<file path="config.mk">
export PLATFORM = sky130hd
export DESIGN_NAME = vdc_circle_driver
export DESIGN_NICKNAME = d
export VERILOG_FILES = /design/src/rtl/vdc_circle_driver.sv
export SDC_FILE = /design/constraint.sdc
export NUM_CORES = 1
export LEC_CHECK = 0
export BUFFER_PORTS_ARGS = -buffer_cell sky130_fd_sc_hd__buf_4
export CAP_MARGIN = 10
export CORE_UTILIZATION = 50
export CTS_BUF_LIST = sky130_fd_sc_hd__clkbuf_8
export DETAILED_ROUTE_END_ITERATION = 8
export GPL_TIMING_DRIVEN = 0
export PLACE_DENSITY = 0.92
export SETUP_SLACK_MARGIN = 0.1
export SLEW_MARGIN = 10
export SYNTH_ARGS = -nofsm -noshare
export SYNTH_HDL_FRONTEND = slang
export SYNTH_SLANG_ARGS = --single-unit
</file>
<file path="constraint.sdc">
create_clock -name clk -period 2.1 [get_ports clk]
set_input_delay 0.63 -clock clk [delete_from_list [all_inputs] [get_ports clk]]
set_output_delay 0.63 -clock clk [all_outputs]
set_load 0.1 [all_outputs]
</file>
<file path="src/rtl/vdc_circle_driver.sv">
// Van der Corput (base-2) point sequencer: turns a (start_index, num_points)
// request into one-at-a-time CORDIC requests and buffers each result for downstream.
module vdc_circle_driver #(
    parameter int ANGLE_W = 16,
    parameter int DATA_W  = 32,
    parameter int IDX_W   = 16
) (
    input  logic               clk,
    input  logic               rst,
    input  logic               go,
    input  logic [IDX_W-1:0]   start_index,
    input  logic [IDX_W-1:0]   num_points,
    output logic               busy,
    output logic               run_done,
    output logic               cordic_start,
    output logic [ANGLE_W-1:0] cordic_angle,
    input  logic               cordic_ready,
    input  logic               cordic_done,
    input  logic [DATA_W-1:0]  cordic_cos,
    input  logic [DATA_W-1:0]  cordic_sin,
    output logic               pt_valid,
    input  logic               pt_ready,
    output logic [DATA_W-1:0]  pt_cos,
    output logic [DATA_W-1:0]  pt_sin,
    output logic [IDX_W-1:0]   pt_index,
    output logic               pt_last
);

    typedef enum logic [1:0] {
        S_IDLE  = 2'd0,
        S_ISSUE = 2'd1,
        S_WAIT  = 2'd2,
        S_OUT   = 2'd3
    } state_t;

    localparam logic [IDX_W-1:0] IDX_ONE = {{(IDX_W-1){1'b0}}, 1'b1};

    state_t             state_reg;
    logic [IDX_W-1:0]   k_reg;
    logic [IDX_W-1:0]   remaining_reg;
    logic [IDX_W-1:0]   k_next;
    logic [ANGLE_W-1:0] start_angle;
    logic [ANGLE_W-1:0] next_angle;

    assign k_next = k_reg + IDX_ONE;

    // Angle is the bit-reversed index: the van der Corput radical inverse in turns.
    generate
        for (genvar gi = 0; gi < ANGLE_W; gi++) begin : g_bitrev
            assign start_angle[gi] = start_index[IDX_W-1-gi];
            assign next_angle[gi]  = k_next[IDX_W-1-gi];
        end
    endgenerate

    assign busy     = (state_reg != S_IDLE);
    assign pt_valid = (state_reg == S_OUT);
    // Only cordic_ready reaches cordic_start; pt_ready affects it through state alone.
    assign cordic_start = (state_reg == S_ISSUE) && cordic_ready;

    always_ff @(posedge clk) begin
        if (rst) begin
            state_reg     <= S_IDLE;
            k_reg         <= '0;
            remaining_reg <= '0;
            run_done      <= 1'b0;
            cordic_angle  <= '0;
            pt_cos        <= '0;
            pt_sin        <= '0;
            pt_index      <= '0;
            pt_last       <= 1'b0;
        end else begin
            run_done <= 1'b0;
            case (state_reg)
                S_IDLE: begin
                    if (go && (num_points != '0)) begin
                        k_reg         <= start_index;
                        remaining_reg <= num_points;
                        cordic_angle  <= start_angle;
                        state_reg     <= S_ISSUE;
                    end
                end
                S_ISSUE: begin
                    if (cordic_ready) begin
                        state_reg <= S_WAIT;
                    end
                end
                S_WAIT: begin
                    if (cordic_done) begin
                        pt_cos    <= cordic_cos;
                        pt_sin    <= cordic_sin;
                        pt_index  <= k_reg;
                        pt_last   <= (remaining_reg == IDX_ONE);
                        state_reg <= S_OUT;
                    end
                end
                S_OUT: begin
                    if (pt_ready) begin
                        k_reg         <= k_next;
                        remaining_reg <= remaining_reg - IDX_ONE;
                        cordic_angle  <= next_angle;
                        if (pt_last) begin
                            run_done  <= 1'b1;
                            state_reg <= S_IDLE;
                        end else begin
                            state_reg <= S_ISSUE;
                        end
                    end
                end
                default: state_reg <= S_IDLE;
            endcase
        end
    end

endmodule
</file>
# Yosys cells after proc, flatten, opt, wreduce, memory -nomap -nowiden
# Index checks and enable logic that the tools add are counted.
[op_classes]
addsub = 2
n_bitwise = 2
muxes = 16
n_eq_ne = 8
reduce_logical = 10
[ops]
columns = ["op", "n"]
rows = [
  ["2-to-1 mux 16 bit", 6],
  ["case mux 16 bit (2 select lines)", 3],
  ["adder 16 x 1 -> 16 bit (second input constant)", 1],
  ["== test 16 x 1 -> 1 bit (second input constant)", 1],
  ["nonzero test 16 bit", 1],
  ["subtractor 16 x 1 -> 16 bit (second input constant)", 1],
  ["2-to-1 mux 2 bit", 4],
  ["case mux 2 bit (4 select lines)", 1],
  ["!= test 2 bit (second input constant)", 3],
  ["== test 2 bit (second input constant)", 2],
  ["AND reduction 4 bit", 1],
  ["nonzero test 2 bit", 2],
  ["AND reduction 3 bit", 1],
  ["OR reduction 3 bit", 1],
  ["== test 2 x 1 -> 1 bit (second input constant)", 1],
  ["logical AND 1 bit", 2],
  ["logical NOT 2 bit", 1],
  ["2-to-1 mux 1 bit", 2],
  ["!= test 2 x 1 -> 1 bit (second input constant)", 1],
  ["inverter 1 bit", 2],
  ["AND reduction 2 bit", 1],
]
[word_totals]
regBits = 132
input_bits = 102
out_inout_bits = 101

# Longest topological paths before layout
[logic_depth]
ltp_word = 4
mapped_depth = 8

# Least setup slack after synthesis
# Ideal clock, no wire load.
[synth_path]
path_kind = "flip-flop to flip-flop"
startpoint = "register state_reg[1]"
endpoint = "register cordic_angle[14]"
path_stages_with_launch = 9
setup_ps = 86
path_slack_ps = -435
n_path_buf = 1
t_arrival_ps = 2450
t_required_ps = 2014
synth_period_minus_slack_ps = 2535
cell_sequence = "dfxtp_1 > inv_1 > ha_1 > inv_1 > nor2_1 > a2111oi_4 > clkbuf_1 > nor2_1 > a211oi_1"
[synth_between]
elab_chain_cells = 3
elab_cells_between_ends = 7
cone_classes = "eq/ne: 3; mux: 1; reduce/logical: 3"
[synth_rtl]
columns = ["element", "line_no", "text"]
rows = [
  ["start, declared", "38", "state_t state_reg;"],
  ["start signal, assigned", "62", "state_reg <= S_IDLE;"],
  ["start signal, assigned", "79", "state_reg <= S_ISSUE;"],
  ["start signal, assigned", "84", "state_reg <= S_WAIT;"],
  ["== test 2 bit or logical NOT 2 bit (tied branches)", "73", "case (state_reg)"],
  ["!= test 2 x 1 -> 1 bit (no line) (tied with other cells)", "-", ""],
  ["AND reduction 3 bit (no line)", "-", ""],
  ["end signal, assigned", "78", "cordic_angle <= start_angle;"],
  ["end signal, assigned", "100", "cordic_angle <= next_angle;"],
  ["end, declared", "16", "output logic [ANGLE_W-1:0] cordic_angle,"],
]
# Several ways; a longest one is shown, not always the timed one.
# A chain may end at the register's enable or synchronous reset.

# Worst setup path after layout
[layout_path]
startpoint = "register state_reg[0]"
endpoint = "output port busy"
[layout_between]
elab_chain_cells = 1
[layout_rtl]
columns = ["element", "line_no", "text"]
rows = [
  ["nonzero test 2 bit", "55", "assign busy = (state_reg != S_IDLE);"],
  ["end, declared", "13", "output logic busy,"],
]
# No other way between the ends.

==> reports/qor.yml <==
placed_cells: 996
tightest_slew_ns: 0.627
irDropWorstVdd_v: 0.00104
cts_buffers: 17
grt_max_degree: 17
cts-root-buf: "clkbuf_8"
die_y_um: 103
wl_met2_mm: 8.19
relSlewSlack_pct: 57.8
wire_per_inst_um: 16.1
slew_violations: 0
firstDrtPassIters: 5
synth_seq_cells: 116
vias: 5751
syn-cell-area_um2: 5090
final_cells: 1035
cts_tree: "built"
pre_cts_ws_ns: -0.469
synth_cell_types: 49
synth-async-reset-ratio_pct: 0
rows: 36
synth_edf_count: 0
syn_to_final_growth_pct: 45.3
required_ns: 1.47
cp_max_fo: 5
yosys_warnings: 0
cts_buffer_depth: 2
synthTopCellsByArea: "dfxtp_1 (46%), nand2_1 (13%), a21oi_1 (12%)"
dp_hpwl_mm: 11.6
drc: 0
grt_overflow_total: 0
endpoint_kind: "primary output"
ant_nets: 0
clk_pin_slew_ns: 0.08
skew_ns: 0.0130
status: "complete, no violations"
finalNetCount: 999
holdCritPathClass: "in2reg"
port_buffers: 201
crit_arrival_ns: 1.35
synthCells: 662
core_um2: 9820
power_density_nw_per_um2: 1470
drt_wl_total_mm: 16.7
largestRegisters: "pt_cos (32), pt_sin (32)"
syn-num-nets: 772
finalSetupViolations: 0
wl_met3_mm: 1.72
fmax_ghz: 0.504
gp_congestion: 0.981
setup_tns_ns: 0
start_util_pct: 51.9
die_area_um2: 10600
track_usage_pct: 30.1
avgSynthCellArea_um2: 7.69
crit_type: "reg2out"
cts_sinks: 116
finalHoldViolCount: 0
synth_seq_area_share_pct: 45.6
fin_crit_sh_pct: 94.4
setup_ws_ns: 0.118
grt_pass1_vias: 4983
antenna_cells: 0
wl_met1_mm: 6.33
p_leak_nw: 3.04
drv_cap: 0
synth_top_area_cell: "dfxtp_1"
antenna_found_initial: 0
ys.flop_type: "dfxtp_1"
top_layer_used: "met4"
h-tree-depth: 4
grt_pass1_wl_mm: 24.4
viasPerCell: 5.56
rsz0062_at_grt: "yes"
pin_count: 203
fillers: 775
drtIter0Drc: 438
yosys.area.top_type_share_pct: 45.6
layout_min_cycle_time_ns: 1.98
die_w_um: 103
insertion_delay_ns: 0.42
start_kind: "flip-flop"
drive_gt1_share_pct: 32.5
[cells by family after synthesis]
kind of cell             Yosys count  share of synthesized area [%]
multiplexers                       3                          0.614
AO/OA/AOI/OAI                    193                           22.1
AND/OR/NAND/NOR                  269                           24.1
flip-flops                       116                           45.6
buffers and inverters             73                           5.63
adder cells (fa/ha/maj)            8                           1.97
[cells in the mapped netlist, types with 2 or more instances]
cell type	n
a41oi_1	2
clkbuf_1	40
ha_1	8
and2_1	3
nand2_1	172
nor4_1	8
a211oi_1	6
and4_1	2
nand2b_1	4
buf_1	2
dfxtp_1	116
o22ai_1	2
nand4_1	7
o31a_1	2
mux2i_1	2
nor4b_1	2
or4_4	2
nor2b_1	15
a22oi_1	2
and3_1	9
nor3_1	8
or3_1	2
nor2_1	17
and4b_1	2
o32ai_1	14
o2bb2ai_1	3
a31oi_1	6
o21ai_1	5
o21ai_0	18
inv_1	23
a21oi_1	125
nand3_1	10
buf_2	7
[final timing paths]
check | slack [ns] | cells after the start | to | from
setup / recovery | 0.12 | 4 | busy | state_reg[0]
hold reg to reg | 0.46 | 2 | pt_cos[22] | pt_cos[22]
setup reg to reg | 0.16 | 7 | cordic_angle[1] | state_reg[0]
hold / removal | 0.44 | 3 | pt_sin[5] | cordic_sin[5]
[per-layer routing]
layer	GRT usage, %	vias to the layer above
met5	0	-
met4	12.7	0
met3	7.59	50
met2	52.3	343
met1	35.3	2606
li1	-	2752
[critical path, cell delays in order (launching register included)]
cell	delay [ns]
dfxtp_2	0.40
inv_4	0.07
ha_4	0.18
clkinvlp_4	0.11
buf_12	0.18
[per-stage QoR]
stage | total power, mW | hold slack [ns] | utilization (%) | instance area, um2
after floorplan | 7.09 | 0.453 | - | 5140
after global placement | 8.31 | 0.442 | 69.5 | 6820
after detailed placement | 8.39 | 0.447 | 69.5 | 6820
after CTS | 10.6 | 0.431 | 74.2 | 7280
after global routing | 11.3 | 0.424 | 75.4 | 7400
final | 10.9 | 0.445 | 75.4 | 7400
[placed cells by master, fill, tap and decap left out, drive strengths merged, types with 3 or more instances in the layout]
master / Yosys / layout
o32ai: 14 / 14
dfxtp: 116 / 116
nor3: 9 / 9
nand3: 10 / 10
inv: 23 / 27
clkbuf: 40 / 59
and2: 3 / 3
buf: 10 / 217
and3: 9 / 9
a21oi: 126 / 126
nor4: 8 / 8
clkinvlp: 0 / 5
clkinv: 0 / 3
o2bb2ai: 3 / 3
nand2b: 5 / 5
nor2b: 15 / 15
nand2: 172 / 172
a211oi: 6 / 6
o21ai: 23 / 23
a31oi: 6 / 6
nand4: 7 / 7
ha: 8 / 8
nor2: 18 / 18
[power by group]
| group | switching [mW] | total [mW] | internal, mW |
|---|---|---|---|
| Sequential | 0.425 | 3.07 | 2.64 |
| Combinational | 4.07 | 5.72 | 1.65 |
| Clock | 0.984 | 2.08 | 1.10 |
[layout make-up]
class | count | area, um2 | share of cell area (%)
inverter | 23 | 95.1 | 1.28
clock buffer | 18 | 248 | 3.35
tap | 133 | 166 | 2.25
clock inverter | 14 | 153 | 2.06
multi-input combinational | 473 | 2580 | 34.8
buffer | 50 | 219 | 2.96
timing repair buffer | 208 | 1590 | 21.5
sequential | 116 | 2350 | 31.7
[what timing repair did]
action                     CTS  global route
resized for setup           17            24
setup endpoints to repair   32            29
buffers inserted             2             5
hold buffers                 0             0
pin swaps                    1             2
No activity file was read; power rests on OpenSTA's default activity.
